<file path="config.mk">
export PLATFORM = sky130hd
export DESIGN_NAME = fp_add_pipe
export DESIGN_NICKNAME = d
export VERILOG_FILES = /design/src/rtl/fp_add_pipe.sv
export SDC_FILE = /design/constraint.sdc
export NUM_CORES = 1
export LEC_CHECK = 0
export BUFFER_PORTS_ARGS = -buffer_cell sky130_fd_sc_hd__buf_2
export CAP_MARGIN = 20
export CORE_MARGIN = 5
export CORE_UTILIZATION = 44
export CTS_BUF_LIST = sky130_fd_sc_hd__clkbuf_16
export CTS_CLUSTER_SIZE = 20
export DETAILED_ROUTE_END_ITERATION = 10
export GPL_TIMING_DRIVEN = 0
export SLEW_MARGIN = 10
export SYNTH_ARGS = -nofsm -noshare
export SYNTH_HDL_FRONTEND = slang
export SYNTH_SLANG_ARGS = --single-unit
</file>
<file path="constraint.sdc">
create_clock -name clk -period 10.9 [get_ports clk]
set_input_delay 2.18 -clock clk [delete_from_list [all_inputs] [get_ports clk]]
set_output_delay 2.18 -clock clk [all_outputs]
set_load 0.02 [all_outputs]
</file>
<file path="src/rtl/fp_add_pipe.sv">
// fp_add_pipe: 3-stage pipelined floating-point adder/subtractor with RNE rounding, specials and flags
module fp_add_pipe #(
  parameter int EXP_W = 8,
  parameter int MAN_W = 23,
  localparam int W = 1 + EXP_W + MAN_W
) (
  input  logic         clk,
  input  logic         rst,
  input  logic         in_valid,
  output logic         in_ready,
  input  logic [W-1:0] a,
  input  logic [W-1:0] b,
  input  logic         op,
  output logic         out_valid,
  input  logic         out_ready,
  output logic [W-1:0] sum,
  output logic [3:0]   flags
);
  localparam int MW = MAN_W + 4;
  localparam int EW = EXP_W + 2;
  localparam int LW = $clog2(MW + 1);
  localparam logic [W-1:0] QNAN = {1'b0, {EXP_W{1'b1}}, 1'b1, {(MAN_W-1){1'b0}}};
  localparam logic signed [EW-1:0] EMAX = EW'(2**EXP_W - 1);
  logic sa, sb, a_ge, a_zero, b_zero, a_inf, b_inf, a_nan, b_nan, nan_in, inf_inf, spec;
  logic [EXP_W-1:0] ea, eb, ex, ey, diff;
  logic [MAN_W-1:0] ma, mb;
  logic [MW-1:0] mx_al, my_full, my_mask, my_al;
  logic [W-1:0] spec_res;
  logic [3:0] spec_flg;
  logic v1, p1, s1, sub1;
  logic [W-1:0] r1;
  logic [3:0] f1;
  logic [EXP_W-1:0] e1;
  logic [MW-1:0] mx1, my1;
  logic v2, p2, s2;
  logic [W-1:0] r2;
  logic [3:0] f2;
  logic [EXP_W-1:0] e2;
  logic [MW:0] m2;
  logic carry, rnd, inx;
  logic [LW-1:0] lz;
  logic [MW-1:0] norm;
  logic signed [EW-1:0] ee, ef;
  logic [MAN_W+1:0] man_r;
  logic [MAN_W-1:0] mf;
  logic [W-1:0] res;
  logic [3:0] flg;
  assign in_ready = !out_valid | out_ready;
  // align: effective signs, magnitude swap, shift smaller operand with sticky, classify specials
  always_comb begin
    sa = a[W-1];
    sb = b[W-1] ^ op;
    ea = a[W-2:MAN_W];
    eb = b[W-2:MAN_W];
    ma = a[MAN_W-1:0];
    mb = b[MAN_W-1:0];
    a_zero = ea == '0;
    b_zero = eb == '0;
    a_inf = &ea && ma == '0;
    b_inf = &eb && mb == '0;
    a_nan = &ea && ma != '0;
    b_nan = &eb && mb != '0;
    nan_in = a_nan | b_nan;
    inf_inf = a_inf & b_inf & (sa != sb);
    spec = nan_in | a_inf | b_inf | a_zero | b_zero;
    spec_res = (nan_in | inf_inf) ? QNAN : a_inf ? a : b_inf ? {sb, b[W-2:0]} :
               (a_zero & b_zero) ? {sa & sb, {(W-1){1'b0}}} : b_zero ? a : {sb, b[W-2:0]};
    spec_flg = {inf_inf | (a_nan & !ma[MAN_W-1]) | (b_nan & !mb[MAN_W-1]), 3'b000};
    a_ge = a[W-2:0] >= b[W-2:0];
    ex = a_ge ? ea : eb;
    ey = a_ge ? eb : ea;
    diff = ex - ey;
    mx_al = {1'b1, a_ge ? ma : mb, 3'b000};
    my_full = {1'b1, a_ge ? mb : ma, 3'b000};
    my_mask = (MW'(1) << diff) - MW'(1);
    my_al = int'(diff) >= MAN_W + 3 ? MW'(1) : (my_full >> diff) | MW'(|(my_full & my_mask));
  end
  // stage 1 register: aligned operands or bypassed special result
  always_ff @(posedge clk or posedge rst) begin
    if (rst) begin
      {v1, p1, s1, sub1, r1, f1, e1, mx1, my1} <= '0;
    end else if (in_ready) begin
      v1 <= in_valid;
      p1 <= spec;
      r1 <= spec_res;
      f1 <= spec_flg;
      s1 <= a_ge ? sa : sb;
      sub1 <= sa != sb;
      e1 <= ex;
      mx1 <= mx_al;
      my1 <= my_al;
    end
  end
  // stage 2 register: magnitude add or subtract with one carry bit kept
  always_ff @(posedge clk or posedge rst) begin
    if (rst) begin
      {v2, p2, s2, r2, f2, e2, m2} <= '0;
    end else if (in_ready) begin
      v2 <= v1;
      p2 <= p1;
      r2 <= r1;
      f2 <= f1;
      s2 <= s1;
      e2 <= e1;
      m2 <= sub1 ? {1'b0, mx1} - {1'b0, my1} : {1'b0, mx1} + {1'b0, my1};
    end
  end
  // normalise, round to nearest even, detect overflow/underflow and pack
  always_comb begin
    lz = '0;
    for (int i = 0; i < MW; i++) if (m2[i]) lz = LW'(MW - 1 - i);
    carry = m2[MW];
    norm = carry ? {m2[MW:2], |m2[1:0]} : m2[MW-1:0] << lz;
    ee = carry ? {2'b00, e2} + EW'(1) : {2'b00, e2} - EW'(lz);
    rnd = norm[2] & (norm[1] | norm[0] | norm[3]);
    inx = |norm[2:0];
    man_r = {1'b0, norm[MW-1:3]} + (MAN_W+2)'(rnd);
    mf = man_r[MAN_W+1] ? man_r[MAN_W:1] : man_r[MAN_W-1:0];
    ef = ee + EW'(man_r[MAN_W+1]);
    res = p2 ? r2 : m2 == '0 ? '0 : (ef[EW-1] || ef == '0) ? {s2, {(W-1){1'b0}}} :
          ef >= EMAX ? {s2, {EXP_W{1'b1}}, {MAN_W{1'b0}}} : {s2, ef[EXP_W-1:0], mf};
    flg = p2 ? f2 : m2 == '0 ? 4'b0000 : (ef[EW-1] || ef == '0) ? 4'b0011 :
          ef >= EMAX ? 4'b0101 : {3'b000, inx};
  end
  // output register: held while the sink stalls
  always_ff @(posedge clk or posedge rst) begin
    if (rst) begin
      {out_valid, sum, flags} <= '0;
    end else if (in_ready) begin
      out_valid <= v2;
      sum <= res;
      flags <= flg;
    end
  end
endmodule

</file>
### After elaboration in Yosys (flattened, before gate mapping)

Index checks and enable logic that the tools add are counted.

* register bits after elaboration: 205
* latch bits: 0
* RAM bits: 0
* memory bits (read-only): 0
* input bits: 69
* output and inout port bits: 38
* word-level logic and storage cells: 126
* memories kept: 0

* add/subtract/negate cells: 8
* multiply operators: 0
* div/mod/pow operators: 0
* order comparisons: 3
* equal/unequal tests: 1
* shifts and indexed selects: 3
* multiplexer cells: 50
* bitwise gates (word level): 21
* reduce and logical (&&, ||, !) cells: 21

Operators with widths (number)
* $mux W32: 7
* $mux W5: 27
* $mux W23: 3
* $mux W31: 2
* $mux W27: 2
* $logic_not A23 Y1: 2
* $reduce_bool A23 Y1: 2
* $ge A31 B31 Y1: 1
* $add A27 B27 Y28: 1
* $logic_not A28 Y1: 1
* $mux W28: 1
* $sub A27 B27 Y28: 1
* $and A27 B27 Y27: 1
* $or A27 B1 Y27: 1
* $reduce_or A27 Y1: 1
* $shl A1 B8 Y27 const A: 1
* $shl A27 B5 Y27: 1
* $shr A27 B8 Y27: 1
* $sub A27 B2 Y27 const B: 1
* $add A24 B1 Y25: 1
* $logic_not A8 Y1: 2
* $mux W8: 2
* $reduce_and A8 Y1: 2
* $or A1 B1 Y1: 11
* 19 further kinds: 32

### Logic depth before layout (Yosys ltp)

Gate-level depths: netlist of run 1.

* word-level depth: 39
* gate-level depth with buffers: 31

### Least setup slack after synthesis of run 1

OpenSTA, ideal clock, no wires.

* path type: input-to-reg
* from: input port b[12]
* to: register my1[5]
* arrival: 6718 ps
* required time: 10774 ps
* path slack: 4056 ps
* stages on the path: 23
* path through: inv_1 ha_1 a211oi_1 nor2_1 a2111o_1 o21a_1 buf_2 nor2_2 buf_2 buf_2 a21oi_1 ha_1 nand2_1 o31ai_1 a21oi_1 and2_0 buf_2 buf_2 buf_1 nand2_1 o2111ai_1 o21ai_0 a221o_1

* cells in the longest elaborated chain, start to end: 6
* elaborated cells on any way between the ends: 9

Ends and longest elaborated chain
* start: declaration: RTL line 12 `input logic [W-1:0] b,`
* $ge A31 B31 Y1: RTL line 69 `a_ge = a[W-2:0] >= b[W-2:0];`
* $mux W8 (on tied branches): RTL line 70, 71
* $sub A8 B8 Y8: RTL line 72 `diff = ex - ey;`
* $shr A27 B8 Y27: RTL line 76 `my_al = int'(diff) >= MAN_W + 3 ? MW'(1) : (my_full >> diff) | MW'(|(my_full & my_mask));`
* $or A27 B1 Y27: RTL line 76
* $mux W27 *: RTL line 76
* end signal: assignment: RTL line 91 `my1 <= my_al;`
* end: declaration: RTL line 34 `logic [MW-1:0] mx1, my1;`

Mark *: on every way between the ends. The rest lies on a longest branch, timed or not.
A chain may end at the register's enable or synchronous reset.

### Worst setup path after layout of run 1

* from: input port b[12]
* to: register my1[3]

Same word-level chain as after synthesis.

==> results of run 1 <==
## final cells by class
class                   count  share of cell area
inverters                 106              0.0210
multi-input cells        1792               0.582
plain buffers             148              0.0332
flip-flops and latches    205               0.259
well taps                 525              0.0332
repair buffers            110              0.0290
clock inverters            21             0.00981
clock buffers              26              0.0329
## per-layer routing
metal	share of wire	GRT usage	routed length, um	up-vias
met3	0.082	0.0424	6150	167
met2	0.45	0.510	33400	992
met5	0	0	0	-
met1	0.42	0.450	31600	9025
li1	-	-	-	8538
met4	0.047	0.132	3510	0
## kinds of logic (layout without fill, tap and decap cells)
group	Yosys count	count (layout)	share of synthesized area
and+or+nand+nor	839	839	0.218
AOI/OAI and AO/OA	690	690	0.268
buffers and inverters	254	411	0.0602
DFF	205	205	0.290
muxes	112	112	0.0685
adders and majority gates	93	93	0.0666
xor gates and xnor gates	58	58	0.0287
## sequential cells by signal, indices dropped and copies added (netlist names), 4 cells and up
register and count:
flags 4, mx1 24, r1 32, my1 27
r2 32, sum 32, e2 8, m2 28
e1 8
## critical path, delay by kind of cell
kind / cells / cell delay [ps]
buffers and inverters: 6 / 1690
AO/OA/AOI/OAI: 8 / 2650
AND/OR/NAND/NOR: 7 / 1560
adder cells (fa/ha/maj): 2 / 550
## worst max path at each step
| stage | cells after the start | to | from |
|---|---|---|---|
| after floorplan | 1 | e1[0]$_DFFE_PP0P_ | rst |
| after global placement | 2 | r1[29]$_DFFE_PP0P_ | rst |
| after detailed placement | 23 | my1[21]$_DFFE_PP0P_ | b[12] |
| after CTS | 26 | sum[13]$_DFFE_PP0P_ | m2[26]$_DFFE_PP0P_ |
| after global routing | 22 | my1[16]$_DFFE_PP0P_ | b[12] |
| final | 23 | my1[3]$_DFFE_PP0P_ | b[12] |
## power by group through the flow
stage                     clock, uW  sequential [uW]  combinational, uW
after floorplan                   0             1250               2160
after global placement            0             1240               3270
after detailed placement          0             1250               3260
after CTS                       861             1240               3280
after global routing            898             1270               3580
final                           851             1250               3370
## stage by stage
stage	total power (uW)	instances	util
floorplan	3410	2251	-
global placement	4520	2882	0.475
detailed placement	4510	2883	0.476
CTS	5380	2930	0.497
global route	5750	2933	0.498
finish	5470	2933	0.498
## cell usage in the layout (no fill, tap or decap), types with 25 or more instances in the layout
cell type and instances:
ha_1 91, o21ai_0 160, a221oi_1 26, nor3_1 42, nor2_1 203, a22oi_1 34
clkbuf_1 95, clkbuf_16 26, a211oi_1 44, dfrtp_1 205, inv_1 103, mux2i_1 96
buf_2 130, a21oi_1 149, nand2_1 362, xnor2_1 35, nand3_1 59, nor4_1 25
==> flow_summary.toml, run 1 <==
[timing]
final.setup.tns_ps = 0
final_hold_viol_count = 0
max_freq_ghz = 0.121
rsz0062_at_grt = "false"
slew_headroom = 0.221
drv_slew = 0
holdWs_ps = 460
finalCriticalPeriod_ps = 8270
worst_slack_ps = 2630
setup_viol_count_final = 0
fin_skew_ps = 17.0
fin_crit_sh = 0.759
tightest_slew_ps = 1160

[logic_synthesis]
ys_top_cells_by_count = "362 x nand2_1, 205 x dfrtp_1, 203 x nor2_1, 160 x o21ai_0, 149 x a21oi_1"
synth_seq_cells = 205
synth_cells = 2251
ys_top_cells_by_area = "dfrtp_1 29%, nand2_1 7.7%, ha_1 6.4%"
synth_top_area_cell = "dfrtp_1"
synth_area_per_cell_um2 = 7.86
netlist.area_leader.share = 0.290
yosysMostFrequentCell = "nand2_1"
synth_nets = 2413
synth_flop_cell = "dfrtp_1"
yosys_warnings = 0
ys_seq_area_frac = 0.290
synth_edf_count = 0
synth_area_um2 = 17700
synth-async-reset-ratio = 1.00
synth_cell_type_count = 102

[finish]
drive_gt1_frac = 0.107
syn2layout_area_growth_pct = 11.8
fillers = 4013
final_nets = 2551
stdcell_area_um2 = 19800
ff_latch_area_um2 = 5130
multi_input_area_um2 = 11500
antenna_cells = 0

[worst_setup_path]
path_class = "primary input to register"
reg2reg_from = "m2[26]$_DFFE_PP0P_"
cp_common_cell = "buf_2"
cp.required_ps = 11280
crit_chain = "buf_2 -> inv_1 -> ha_1 -> a211oi_1 -> nor2_1 -> a2111o_1 -> o21a_1 -> buf_2 -> nor2_2 -> buf_2 -> buf_2 -> a21oi_1 -> ha_1 -> nand2_1 -> o31ai_1 -> a21oi_1 -> and2_0 -> nor2_1 -> o311ai_1 -> nor3_2 -> buf_2 -> nand2_1 -> o221ai_1"
crit_fanout = 10
r2r-end = "sum[13]$_DFFE_PP0P_"
r2r_cells = 27
max_stage_delay_ps = 900
cp-start-kind = "primary input"
crit_slowest_cell = "o311ai_1"
end_kind = "register"
arrival_ps = 8650
rrSetupSlack_ps = 2920

[clock_network]
cts_made_buffers = 26
holdBufCountCts = 0
cts_resized = 0
clkLatencyLatePin_ps = 550
post_cts_buffers = 0
cts_tree = "built"
clk_pin_slew_ps = 60
root_buffer = "clkbuf_16"
clock-sinks = 205
clockBufferDepth = 3
htree_levels = 1

[floorplan]
rows = 73
io_pins = 107
initial_core_util = 0.445
chipHeight_um = 211
die-width_um = 211
core_area_um2 = 39700
die_area_um2 = 44300

[drt]
ant_nets = 0
drtIter0Drc = 2168
wl_per_cell_um = 25.5
wirelength_mm = 74.7
drc = 0
vias_per_cell = 6.38
via_count = 18700
first_pass_iters = 6

[min_path]
holdPathStages = 2
hold_path_class = "register to register"
worstHoldStart = "r2[6]$_DFFE_PP0P_"
min_to = "r2[6]$_DFFE_PP0P_"

[place]
hpwlAfterDp_mm = 59.2
dpl_cell_area_um2 = 18900
place_ws_ps = 2220
portBuffers = 106
place_congestion = 1.06

[power_and_ir_drop]
vdd.ir_drop.worst_mv = 0.130
power_density_nw_per_um2 = 277
p_int_uw = 2640
p_switching_uw = 2830
p_sw_frac = 0.517
leakage_uw = 0.00866
p_seq_frac = 0.228
pwr-share-comb = 0.616
p_clk_frac = 0.155

[status]
status = "finished clean"

[global_route]
grtUsageTotal = 0.323
antenna_found_initial = 1
grt_max_degree = 115
grt_first_pass_wirelength_mm = 111
grt_pass1_vias = 17800
grt_overflow_total = 0

[job]
maxCapViolations = 0
Note: power is estimated with default switching activity, not from simulation.
==> run 2, diff against run 1 <==
Settings changed: ABC_AREA set to 1.
Clock period 10.9 ns to 8 ns, I/O delays scaled along.
==> flow_summary.toml, run 2 <==
[power_and_ir_drop]
vdd.ir_drop.worst_mv = 0.168
p_total_uw = 7090
leakage_uw = 0.00944
power_density_nw_per_um2 = 370

[drt]
wl_per_cell_um = 21.1
drc = 0
via_count = 19000
vias_per_cell = 5.78
wirelength_mm = 69.4
ant_nets = 0
drtIter0Drc = 1814
first_pass_iters = 6

[clock_network]
holdBufCountCts = 0
clockBufferDepth = 3
clkLatencyLatePin_ps = 530
cts_made_buffers = 22
htree_levels = 1
clk_pin_slew_ps = 60
root_buffer = "clkbuf_16"
cts_resized = 0
clock-sinks = 205
cts_tree = "built"
post_cts_buffers = 0

[logic_synthesis]
synth_nets = 2779
synth_area_um2 = 17200
synth_edf_count = 0
ys_top_cells_by_area = "dfrtp_1 30%, nand2_1 16%, nand3_1 8.3%"
netlist.area_leader.share = 0.298
synth_cell_type_count = 67
synth-async-reset-ratio = 1.00
synth_area_per_cell_um2 = 6.58
synth_seq_cells = 205
synth_cells = 2617
ys_top_cells_by_count = "718 x nand2_1, 285 x nand3_1, 252 x inv_1, 252 x o21ai_0, 205 x dfrtp_1"
yosys_warnings = 0
ys_seq_area_frac = 0.298
synth_top_area_cell = "dfrtp_1"
synth_flop_cell = "dfrtp_1"
yosysMostFrequentCell = "nand2_1"

[job]
maxCapViolations = 0

[finish]
antenna_cells = 0
final_nets = 2910
layout_common_cells = "718 x nand2_1, 285 x nand3_1, 256 x inv_1, 252 x o21ai_0, 205 x dfrtp_1"
utilization = 0.495
final_common_cell = "nand2_1"
top_regs = "r1 x32, r2 x32, sum x32"
drive_gt1_frac = 0.0868
fillers = 4059
final_cells = 3282
syn2layout_area_growth_pct = 11.3
stdcell_area_um2 = 19100

[global_route]
grt_max_degree = 120
grtUsageTotal = 0.311
grt_first_pass_wirelength_mm = 107
antenna_found_initial = 0
grt_pass1_vias = 18300
grt.met1_usage = 0.410
grt_overflow_total = 0
busiest_layer = "met2"
gr-usage-met3 = 0.0284
met2_usage = 0.525

[place]
place_congestion = 1.00
portBuffers = 106
dp_cells = 3242
hpwlAfterDp_mm = 56.2
dpl_cell_area_um2 = 18400

[worst_setup_path]
cp.required_ps = 8460
crit_slowest_cell = "dfrtp_1"
r2r-end = "sum[13]$_DFFE_PP0P_"
reg2reg_from = "m2[3]$_DFFE_PP0P_"
path_depth = 54
cp_num_buf_inv = 6
max_stage_delay_ps = 480
rrSetupSlack_ps = 1080
arrival_ps = 7380
end_kind = "register"
crit_fanout = 10
cp-start-kind = "register"
critPathCapture = "sum[13]$_DFFE_PP0P_"
path_class = "register to register"
crit_family = "simple AND/OR/NAND/NOR gates"
crit_start = "m2[3]$_DFFE_PP0P_"
r2r_cells = 54
cp_common_cell = "nand2_1"

[timing]
drv_slew = 0
tightest_slew_ps = 1120
final_hold_viol_count = 0
fin_crit_sh = 0.866
holdWs_ps = 479
slew_headroom = 0.251
fin_skew_ps = 15.4
max_freq_ghz = 0.144
setup_viol_count_final = 0
rsz0062_at_grt = "false"
finalCriticalPeriod_ps = 6920

[floorplan]
chipHeight_um = 208
initial_core_util = 0.445
io_pins = 107
rows = 72
die-width_um = 208
die_area_um2 = 43200
core_area_um2 = 38600

[status]
status = "finished clean"

[min_path]
hold_path_class = "register to register"
==> run 2: cell types whose count changed after synthesis, sizes merged, moves of 17 or more <==
cell | previous run | this run
nor2b | 19 | 0
nor2 | 207 | 182
nand3 | 59 | 298
mux2i | 96 | 3
a21o | 18 | 1
nand4 | 24 | 67
buf | 53 | 36
inv | 104 | 263
a211oi | 48 | 4
nand2 | 363 | 739
a221oi | 35 | 4
o21ai | 164 | 281
nor3 | 45 | 23
xnor2 | 35 | 7
==> run 2: power breakdown <==
group          total (uW)  switching, uW  internal, uW
logic                4270           2980          1290
registers            1770            380          1390
clock network        1040            442           602
==> run 2: layout make-up <==
cell class | count | area, um2 | share of cell area
well taps | 518 | 648 | 0.0338
clock buffers | 22 | 551 | 0.0288
plain buffers | 117 | 518 | 0.0271
multi-input cells | 2026 | 10600 | 0.551
clock inverters | 18 | 175 | 0.00915
flip-flops and latches | 205 | 5130 | 0.268
repair buffers | 107 | 558 | 0.0291
inverters | 269 | 1020 | 0.0532
==> run 2: cells by family after synthesis <==
| logic type | share of synthesized area |
|---|---|
| mux | 0.00175 |
| fa+ha+maj | 0.0685 |
| compound gates | 0.177 |
| xor+xnor | 0.0219 |
| flops | 0.298 |
| buf+inv | 0.0888 |
| simple gates | 0.344 |
==> run 2: per-layer routing <==
layer	share of wire	up-vias
li1	-	9090
met1	0.43	8954
met4	0.047	0
met2	0.47	762
met5	0	-
met3	0.058	150
==> run 2: worst register-to-register path, delay by kind of cell, from the launching register on <==
kind | cells | cell delay [ps]
compound gates | 3 | 580
simple gates | 41 | 3990
flops | 1 | 480
buf+inv | 6 | 970
fa+ha+maj | 3 | 640
xor+xnor | 1 | 230
==> run 2: worst min path at each step <==
stage / start / end / slack (ps) / depth (start not counted)
after global placement: r1[0]$_DFFE_PP0P_ / r2[0]$_DFFE_PP0P_ / 460 / 2
after global routing: e1[5]$_DFFE_PP0P_ / e1[5]$_DFFE_PP0P_ / 490 / 2
after floorplan: v2$_DFFE_PP0P_ / out_valid$_DFFE_PP0P_ / 440 / 1
final: v2$_DFFE_PP0P_ / out_valid$_DFFE_PP0P_ / 480 / 1
after CTS: v2$_DFFE_PP0P_ / out_valid$_DFFE_PP0P_ / 480 / 1
after detailed placement: v2$_DFFE_PP0P_ / out_valid$_DFFE_PP0P_ / 460 / 1
==> run 2: through the flow <==
stage	setup slack, ps	setup TNS [ps]
6_report	1080	0
5_1_grt	447	0
2_1_floorplan	804	0
3_3_place_gp	-1480	-297990
3_5_place_dp	1100	0
4_1_cts	1140	0
==> run 3, diff against run 2 <==
Settings changed: ABC_AREA 1 to 0, CORE_UTILIZATION 44 to 60, PLACE_DENSITY set to 0.79, SETUP_SLACK_MARGIN set to 0.15.
==> flow_summary.toml, run 3 (same netlist as run 1, synthesis figures left out) <==
[place]
portBuffers = 106
hpwlAfterDp_mm = 53.3
place_congestion = 1.06

[drt]
ant_nets = 0
wirelength_mm = 69.1
wl_per_cell_um = 24.8
via_count = 19600
drc = 0
first_pass_iters = 6
drtIter0Drc = 3130
vias_per_cell = 7.04

[power_and_ir_drop]
vdd.ir_drop.worst_mv = 0.222
leakage_uw = 0.00862
p_total_uw = 7310
power_density_nw_per_um2 = 374

[status]
status = "finished clean"

[worst_setup_path]
cp.required_ps = 8400
reg2reg_from = "m2[27]$_DFFE_PP0P_"
rrSetupSlack_ps = 530
crit_family = "buffers and inverters"
end_kind = "register"
cp_num_buf_inv = 8
arrival_ps = 7940
r2r_cells = 23
cp_common_cell = "buf_2"
path_class = "primary input to register"
crit_chain = "buf_2 -> inv_1 -> ha_1 -> a211oi_1 -> nor2_1 -> a2111o_1 -> o21a_1 -> buf_2 -> nor2_2 -> buf_2 -> buf_2 -> a21oi_1 -> ha_1 -> nand2_1 -> o31ai_1 -> a21oi_1 -> and2_0 -> buf_2 -> buf_2 -> buf_1 -> nand2_1 -> o2111ai_1 -> o21ai_0 -> a221o_1"
r2r-end = "sum[1]$_DFFE_PP0P_"
crit_fanout = 10
max_stage_delay_ps = 490
crit_slowest_cell = "a21oi_1"
cp-start-kind = "primary input"

[finish]
final_common_cell = "nand2_1"
utilization = 0.675
top_regs = "r1 x32, r2 x32, sum x32"
syn2layout_area_growth_pct = 10.5
final_nets = 2548
fillers = 2378
drive_gt1_frac = 0.106
antenna_cells = 0
layout_common_cells = "362 x nand2_1, 205 x dfrtp_1, 202 x nor2_1, 160 x o21ai_0, 149 x a21oi_1"

[global_route]
grt_overflow_total = 0
grt_max_degree = 129
grt_pass1_vias = 18400
grtUsageTotal = 0.401
grt_first_pass_wirelength_mm = 106
antenna_found_initial = 2

[clock_network]
clockBufferDepth = 3
root_buffer = "clkbuf_16"
cts_made_buffers = 23
clock-sinks = 205
post_cts_buffers = 0
htree_levels = 1
holdBufCountCts = 0
clkLatencyLatePin_ps = 520
cts_resized = 0
clk_pin_slew_ps = 60
cts_tree = "built"

[floorplan]
core_area_um2 = 28900
die-width_um = 182
rows = 62
chipHeight_um = 182
io_pins = 107
initial_core_util = 0.612
die_area_um2 = 33000

[timing]
final_hold_viol_count = 0
max_freq_ghz = 0.133
slew_headroom = 0.345
setup_viol_count_final = 0
fin_skew_ps = 19.8
finalCriticalPeriod_ps = 7540
rsz0062_at_grt = "false"
fin_crit_sh = 0.943
tightest_slew_ps = 978
final.setup.tns_ps = 0
drv_slew = 0

[job]
maxCapViolations = 0

[min_path]
min_to = "v1$_DFFE_PP0P_"
holdPathStages = 2
hold_path_class = "register to register"
worstHoldStart = "v1$_DFFE_PP0P_"
run 3: worst max-delay path by stage:
stage                                   from                  end  cells past startpoint
after floorplan                          rst    e1[0]$_DFFE_PP0P_                      1
after global placement                   rst   r1[28]$_DFFE_PP0P_                      2
after detailed placement               b[12]  my1[18]$_DFFE_PP0P_                     23
after CTS                 m2[27]$_DFFE_PP0P_   sum[1]$_DFFE_PP0P_                     23
after global routing      m2[16]$_DFFE_PP0P_  sum[27]$_DFFE_PP0P_                     28
final                                  b[12]   my1[5]$_DFFE_PP0P_                     24
run 3: worst min-delay path, stage by stage, from the launching register on:
cell and delay [ps]:
dfrtp_1 340, nand2_1 50, nand2_1 50
run 3: power by group:
part / internal [uW] / total [uW] / switching (uW)
clock network: 625 / 1070 / 446
registers: 1380 / 1700 / 317
logic: 1530 / 4540 / 3010
run 3: cell type report:
class / instances / area [um2] / area share
inverter: 106 / 415 / 0.0213
sequential: 205 / 5130 / 0.262
multi-input combinational: 1792 / 11500 / 0.590
timing repair buffer: 110 / 576 / 0.0294
tap: 384 / 480 / 0.0246
clock buffer: 23 / 576 / 0.0294
clock inverter: 16 / 176 / 0.00903
buffer: 148 / 657 / 0.0336
run 3: layer usage:
metal / part of all wire / track usage / wire length [um]
met2: 0.44 / 0.623 / 30200
met3: 0.12 / 0.0830 / 8490
met4: 0.067 / 0.201 / 4660
met5: 0.00010 / 0 / 7
met1: 0.37 / 0.533 / 25800
run 3: stage by stage:
stage	std cells	setup slack (ps)	area (um2)	hold WS, ps
2_1_floorplan	2251	804	17700	430
3_3_place_gp	2741	-1110	18700	447
3_5_place_dp	2744	56.0	18800	456
4_1_cts	2783	319	19500	469
5_1_grt	2784	240	19500	489
6_report	2784	460	19500	470
